==> src/rtl/mips_pipe_pkg.sv <==
// Shared types and constants for the MIPS pipeline control slice.
package mips_pipe_pkg;

  localparam int unsigned REG_W_DEF  = 5;
  localparam int unsigned STAT_W_DEF = 16;
  localparam int unsigned INSTR_W    = 32;

  // sll $0,$0,0 -- loaded into IF/ID when it is cleared
  localparam logic [INSTR_W-1:0] NOP_INSTR = 32'h0000_0000;

  typedef enum logic [1:0] {
    ST_RUN   = 2'd0,
    ST_FLUSH = 2'd1,
    ST_HALT  = 2'd2
  } ctrl_state_e;

endpackage

==> src/rtl/pipeline_ctrl_hazard_detect.sv <==
// Combinational load-use hazard compare between the load in EX and the instruction in ID.
module hazard_detect
  import mips_pipe_pkg::*;
#(
  parameter int unsigned REG_W = REG_W_DEF
) (
  input  logic             id_ex_memread,
  input  logic [REG_W-1:0] id_ex_rt,
  input  logic [REG_W-1:0] if_id_rs,
  input  logic [REG_W-1:0] if_id_rt,
  input  logic             if_id_uses_rt,
  output logic             hazard_c
);

  logic rs_match;
  logic rt_match;

  always_comb begin
    rs_match = (id_ex_rt == if_id_rs);
    rt_match = if_id_uses_rt & (id_ex_rt == if_id_rt);
    // $0 is never a real dependency
    hazard_c = id_ex_memread & (id_ex_rt != '0) & (rs_match | rt_match);
  end

endmodule

==> src/rtl/pipeline_ctrl.sv <==
// Front-end pipeline control: load-use stall, branch redirect flush, debug HALT.
// Optional statistics counters are built when PIPE_CTRL_STATS_EN is defined.
module pipeline_ctrl
  import mips_pipe_pkg::*;
#(
  parameter int unsigned REG_W = REG_W_DEF
`ifdef PIPE_CTRL_STATS_EN
  , parameter int unsigned STAT_W = STAT_W_DEF
`endif
) (
  input  logic             clk,
  input  logic             reset,
  input  logic             id_ex_memread,
  input  logic [REG_W-1:0] id_ex_rt,
  input  logic [REG_W-1:0] if_id_rs,
  input  logic [REG_W-1:0] if_id_rt,
  input  logic             if_id_uses_rt,
  input  logic             branch_taken,
  input  logic             halt_req,
  input  logic             resume,
  input  logic             imem_ready,
  output logic             pc_write,
  output logic             if_id_le,
  output logic             if_id_clear,
  output logic             id_ex_clear,
  output logic             halted
`ifdef PIPE_CTRL_STATS_EN
  , output logic [STAT_W-1:0] stall_cycles
  , output logic [STAT_W-1:0] flush_count
`endif
);

  ctrl_state_e state_q, state_d;
  logic        halt_mask_q;
  logic        hazard;
  logic        run_branch_c;

  hazard_detect #(.REG_W(REG_W)) u_hazard_detect (
    .id_ex_memread (id_ex_memread),
    .id_ex_rt      (id_ex_rt),
    .if_id_rs      (if_id_rs),
    .if_id_rt      (if_id_rt),
    .if_id_uses_rt (if_id_uses_rt),
    .hazard_c      (hazard)
  );

  always_ff @(posedge clk) begin
    if (reset) begin
      state_q     <= ST_RUN;
      halt_mask_q <= 1'b0;
    end else begin
      state_q     <= state_d;
      // mask halt_req only in the first RUN cycle after resume
      halt_mask_q <= (state_q == ST_HALT) & resume;
    end
  end

  always_comb begin
    state_d      = state_q;
    pc_write     = 1'b1;
    if_id_le     = 1'b0;
    if_id_clear  = 1'b0;
    id_ex_clear  = 1'b0;
    halted       = 1'b0;
    run_branch_c = 1'b0;
    unique case (state_q)
      ST_RUN: begin
        if (branch_taken) begin
          run_branch_c = 1'b1;
          if_id_clear  = 1'b1;
          id_ex_clear  = 1'b1;
          state_d      = ST_FLUSH;
        end else if (halt_req && !halt_mask_q) begin
          pc_write    = 1'b0;
          if_id_le    = 1'b1;
          id_ex_clear = 1'b1;
          state_d     = ST_HALT;
        end else if (hazard) begin
          pc_write    = 1'b0;
          if_id_le    = 1'b1;
          id_ex_clear = 1'b1;
        end else if (!imem_ready) begin
          pc_write    = 1'b0;
          if_id_clear = 1'b1;
        end
      end
      ST_FLUSH: begin
        pc_write    = 1'b0;
        if_id_clear = 1'b1;
        if (imem_ready) state_d = ST_RUN;
      end
      ST_HALT: begin
        pc_write    = 1'b0;
        if_id_le    = 1'b1;
        id_ex_clear = 1'b1;
        halted      = 1'b1;
        if (resume) state_d = ST_RUN;
      end
      default: state_d = ST_RUN;
    endcase
    if (reset) begin
      pc_write     = 1'b0;
      if_id_le     = 1'b0;
      if_id_clear  = 1'b1;
      id_ex_clear  = 1'b1;
      halted       = 1'b0;
      run_branch_c = 1'b0;
    end
  end

`ifdef PIPE_CTRL_STATS_EN
  // saturating event counters, cleared only by reset
  always_ff @(posedge clk) begin
    if (reset) begin
      stall_cycles <= '0;
      flush_count  <= '0;
    end else begin
      if (!pc_write && (stall_cycles != '1)) stall_cycles <= stall_cycles + STAT_W'(1);
      if (run_branch_c && (flush_count != '1)) flush_count <= flush_count + STAT_W'(1);
    end
  end
`endif

endmodule
==> config.mk <==
export PLATFORM = sky130hd
export DESIGN_NAME = pipeline_ctrl
export DESIGN_NICKNAME = d
export VERILOG_FILES = /design/src/rtl/mips_pipe_pkg.sv /design/src/rtl/pipeline_ctrl_hazard_detect.sv /design/src/rtl/pipeline_ctrl.sv
export SDC_FILE = /design/constraint.sdc
export NUM_CORES = 1
export LEC_CHECK = 0
export ABC_CLOCK_PERIOD_IN_PS = 2900
export BUFFER_PORTS_ARGS = -buffer_cell sky130_fd_sc_hd__buf_2
export CORE_AREA = 2 2 39 41
export CTS_BUF_LIST = sky130_fd_sc_hd__clkbuf_16
export CTS_CLUSTER_DIAMETER = 200
export DETAILED_ROUTE_END_ITERATION = 6
export DIE_AREA = 0 0 41 43
export GPL_ROUTABILITY_DRIVEN = 0
export GPL_TIMING_DRIVEN = 1
export HOLD_SLACK_MARGIN = 0.12
export SYNTH_ARGS = -nofsm -noshare
export SYNTH_HDL_FRONTEND = slang
export SYNTH_HIERARCHICAL = 1
export SYNTH_SLANG_ARGS = --single-unit
==> constraint.sdc <==
create_clock -name clk -period 2.9 [get_ports clk]
set_clock_uncertainty 0.1 [all_clocks]
set_input_delay 0.58 -clock clk [delete_from_list [all_inputs] [get_ports clk]]
set_output_delay 0.58 -clock clk [all_outputs]
set_load 0.01 [all_outputs]
==> impl_metrics.xml <==
<?xml version="1.0" encoding="UTF-8"?>
<metrics>
  <group name="sta">
    <metric name="setup_slack" unit="ns">0.216</metric>
    <metric name="rsz0062_at_grt" unit="">no</metric>
    <metric name="min_period" unit="ns">2.68</metric>
    <metric name="final.period_utilization" unit="%">92.6</metric>
    <metric name="worst_slew_pin_slew" unit="ns">0.221</metric>
    <metric name="totalNegativeSetupSlack" unit="ns">0</metric>
    <metric name="hold_viol" unit="">0</metric>
    <metric name="setup_violations" unit="">0</metric>
    <metric name="timing.fmax" unit="MHz">373</metric>
    <metric name="drv_slew" unit="">0</metric>
    <metric name="max-slew-margin-rel" unit="%">85.1</metric>
    <metric name="fin_hold_ws" unit="ns">0.445</metric>
  </group>
  <group name="worst_setup_path">
    <metric name="ff2ff_setup_slack" unit="ns">1.54</metric>
    <metric name="r2r-end" unit="">state_q[0]</metric>
    <metric name="worstPathArrival" unit="ns">2.00</metric>
    <metric name="worst-setup-path-type" unit="">in2out</metric>
    <metric name="crit_chain" unit="">buf_2, xor2_1, nor4_2, nand3_1, a21oi_1, o31ai_1, a211o_1, buf_2</metric>
    <metric name="setup.worst_path.end" unit="">if_id_clear</metric>
    <metric name="critical_path.reg2reg.startpoint" unit="">state_q[0]</metric>
    <metric name="critical_path_end_type" unit="">output pin</metric>
    <metric name="timing.critical_path.mode_cell" unit="">buf_2</metric>
    <metric name="worstSetupStartpoint" unit="">id_ex_rt[3]</metric>
    <metric name="critPathMaxFanout" unit="">3</metric>
    <metric name="cp_data_required_time" unit="ns">2.22</metric>
    <metric name="cp_slowest_stage_delay" unit="ns">0.30</metric>
    <metric name="crit_slowest_cell" unit="">a211o_1</metric>
    <metric name="critical_path.startpoint_type" unit="">primary input</metric>
    <metric name="timing.reg2reg.worst_path_depth" unit="">5</metric>
  </group>
  <group name="synth">
    <metric name="netlist-cell-type-count" unit="">29</metric>
    <metric name="synth_compound_gate_area_share" unit="%">22.4</metric>
    <metric name="synth-edff-count" unit="">0</metric>
    <metric name="syn_area" unit="um2">403</metric>
    <metric name="syn_area_per_cell" unit="um2">7.90</metric>
    <metric name="synthXorXnorAreaFrac" unit="%">21.7</metric>
    <metric name="muxShareOfSynthArea" unit="%">0</metric>
    <metric name="ys.flop_type" unit="">dfxtp_1</metric>
    <metric name="main_combinational_cell_family_by_area_after_synthesis" unit="">simple AND/OR/NAND/NOR gates</metric>
    <metric name="synth.yosys.seq_area_share" unit="%">14.9</metric>
    <metric name="adder_cell_fraction_of_synth_area" unit="%">9.32</metric>
    <metric name="synth_fp_nets" unit="">77</metric>
    <metric name="post_synth_and_or_nand_nor_area_fraction" unit="%">25.8</metric>
    <metric name="synth.ff_latch_count" unit="">3</metric>
    <metric name="async_flop_share" unit="%">0</metric>
    <metric name="synth_cells" unit="">51</metric>
    <metric name="yosys_warnings" unit="">6</metric>
  </group>
  <group name="cells_and_area">
    <metric name="antenna_cells" unit="">0</metric>
    <metric name="post_route_cells_drive_above_1_share" unit="%">41.5</metric>
    <metric name="fin_nets" unit="">109</metric>
    <metric name="layout.cells.most_common_list" unit="">27 x buf_2, 7 x xor2_1, 5 x inv_1</metric>
    <metric name="n_fill_cell" unit="">135</metric>
    <metric name="area_growth_syn_to_layout" unit="%">58.7</metric>
    <metric name="final_design_utilization" unit="%">46.2</metric>
    <metric name="commonest_non_fill_non_tap_cell_in_the_layout" unit="">buf_2</metric>
    <metric name="instances_no_fill" unit="">98</metric>
  </group>
  <group name="drt">
    <metric name="detailroute.via_count" unit="">436</metric>
    <metric name="drt_drc_violations_left" unit="">0</metric>
    <metric name="antenna_left" unit="">0</metric>
    <metric name="detail_route.vias_per_cell" unit="">4.45</metric>
    <metric name="wl_per_cell" unit="um">9.91</metric>
    <metric name="iteration_0_drc_count_of_the_detailed_router" unit="">13</metric>
    <metric name="drt_pass1_iterations" unit="">4</metric>
    <metric name="totalWireLength" unit="um">971</metric>
  </group>
  <group name="global_routing">
    <metric name="grt_antenna_before_repair" unit="">0</metric>
    <metric name="maximum_number_of_pins_on_one_net_before_global_route_repair" unit="">9</metric>
    <metric name="globalRoute.totalOverflow" unit="">0</metric>
    <metric name="grt_first_pass_wirelength" unit="um">1800</metric>
    <metric name="gr-usage-all-layers" unit="%">14.7</metric>
    <metric name="grt_pass1_vias" unit="">475</metric>
  </group>
  <group name="cts">
    <metric name="number_of_clock_buffers_inserted_by_tritoncts" unit="">3</metric>
    <metric name="cts_resized" unit="">0</metric>
    <metric name="clock_tree_from_tritoncts" unit="">yes</metric>
    <metric name="clock_sink_count" unit="">3</metric>
    <metric name="post_cts_buffers" unit="">0</metric>
    <metric name="clock_tree.buffer_depth" unit="">2</metric>
    <metric name="clock-root-buffer" unit="">clkbuf_16</metric>
    <metric name="skew_pair_late_insertion_delay" unit="ns">0.22</metric>
    <metric name="cts_hold_repair.buffers" unit="">0</metric>
    <metric name="clkSlewWorstSetupHoldPaths" unit="ns">0.03</metric>
    <metric name="htree_levels" unit="">1</metric>
  </group>
  <group name="floorplan">
    <metric name="num_rows" unit="">14</metric>
    <metric name="fp.dieW" unit="um">41</metric>
    <metric name="start_util" unit="%">29.1</metric>
    <metric name="die-height" unit="um">43</metric>
    <metric name="die_area" unit="um2">1760</metric>
    <metric name="floorplan.io_pins" unit="">28</metric>
    <metric name="core_region_area" unit="um2">1380</metric>
  </group>
  <group name="power_and_ir_drop">
    <metric name="power.share.sequential" unit="%">13.6</metric>
    <metric name="maximum_resistive_drop_on_vdd" unit="uV">429</metric>
    <metric name="power-per-cell-area" unit="nW/um2">547</metric>
    <metric name="net-switching-power" unit="mW">0.0830</metric>
    <metric name="power.switching_fraction" unit="%">23.7</metric>
    <metric name="combPwrFrac" unit="%">25.5</metric>
    <metric name="clock_power_share" unit="%">60.9</metric>
    <metric name="power.static_leakage" unit="nW">0.319</metric>
    <metric name="power_report.internal_total" unit="mW">0.267</metric>
  </group>
  <group name="flow_run">
    <metric name="max-cap-violations" unit="">0</metric>
  </group>
  <group name="placement">
    <metric name="place.detailed.instances" unit="">94</metric>
    <metric name="count_of_input_and_output_buffers" unit="">27</metric>
    <metric name="place_worst_setup_slack" unit="ns">0.225</metric>
    <metric name="detailedPlacementHpwl" unit="um">810</metric>
  </group>
  <group name="min_path">
    <metric name="hold_path_class" unit="">reg2reg</metric>
  </group>
  <group name="run_status">
    <metric name="run_status" unit="">finished, final reports clean</metric>
  </group>
</metrics>
[stage by stage]
stage          area [um2]  power, mW
2_1_floorplan         403      0.103
3_3_place_gp          561      0.138
3_5_place_dp          561      0.137
4_1_cts               639      0.357
5_1_grt               639      0.373
6_report              639      0.350
[cells by family (layout without fill, tap and decap cells)]
family | count (synthesis) | after routing
buffers and inverters | 6 | 37
AND/OR/NAND/NOR | 16 | 16
adder cells (fa/ha/maj) | 3 | 3
XOR/XNOR | 10 | 10
flip-flops | 3 | 3
AO/OA/AOI/OAI | 13 | 13
[per-layer routing]
metal | wire (um) | vias up | GRT usage [%] | share of wire [%]
met5 | 0 | - | 0 | 0
met2 | 458 | 8 | 19.1 | 47
met3 | 30 | 0 | 4.71 | 3.1
met1 | 483 | 187 | 20.4 | 50
li1 | - | 241 | - | -
met4 | 0 | 0 | 8.67 | 0
[cell usage after synthesis (2+ instances only)]
master / n / area share (%)
a21oi_1: 3 / 3.7
dfxtp_1: 3 / 15
ha_1: 3 / 9.3
inv_1: 4 / 3.7
nand2b_1: 3 / 4.7
nand3_1: 2 / 2.5
nor2_1: 2 / 1.9
nor3_1: 2 / 2.5
xnor2_1: 3 / 6.5
xor2_1: 7 / 15
[cell type report]
| class | instances | area, um2 | share of cell area (%) |
|---|---|---|---|
| sequential | 3 | 60.1 | 9.39 |
| inverter | 5 | 18.8 | 2.94 |
| timing repair buffer | 28 | 143 | 22.3 |
| multi-input combinational | 42 | 319 | 49.9 |
| clock inverter | 1 | 3.75 | 0.587 |
| tap | 16 | 20.0 | 3.13 |
| clock buffer | 3 | 75.1 | 11.7 |
[flip-flops by register name (all words and copies together) (netlist names)]
signal / cells
state_q: 2
halt_mask_q: 1
[power groups by stage]
stage,combinational (mW),sequential [mW],clock [mW]
5_1_grt,0.0999,0.0479,0.225
2_1_floorplan,0.0551,0.0478,0
4_1_cts,0.0894,0.0476,0.220
3_3_place_gp,0.0895,0.0482,0
6_report,0.0892,0.0476,0.213
3_5_place_dp,0.0887,0.0482,0
[worst min-delay path by stage]
stage	from	to	cells past startpoint
after floorplan	state_q[0]	state_q[0]	2
after global placement	state_q[1]	state_q[1]	2
after detailed placement	state_q[0]	state_q[0]	2
after CTS	state_q[0]	state_q[0]	2
after global routing	resume	halt_mask_q	2
final	state_q[0]	state_q[0]	2
[worst max-delay path: cells and delay by family]
family          cells  cell delay (ns)
compound gates      3             0.62
simple gates        2             0.38
buf+inv             2             0.26
xor+xnor            1             0.16
(Power assumes the default switching activity.)
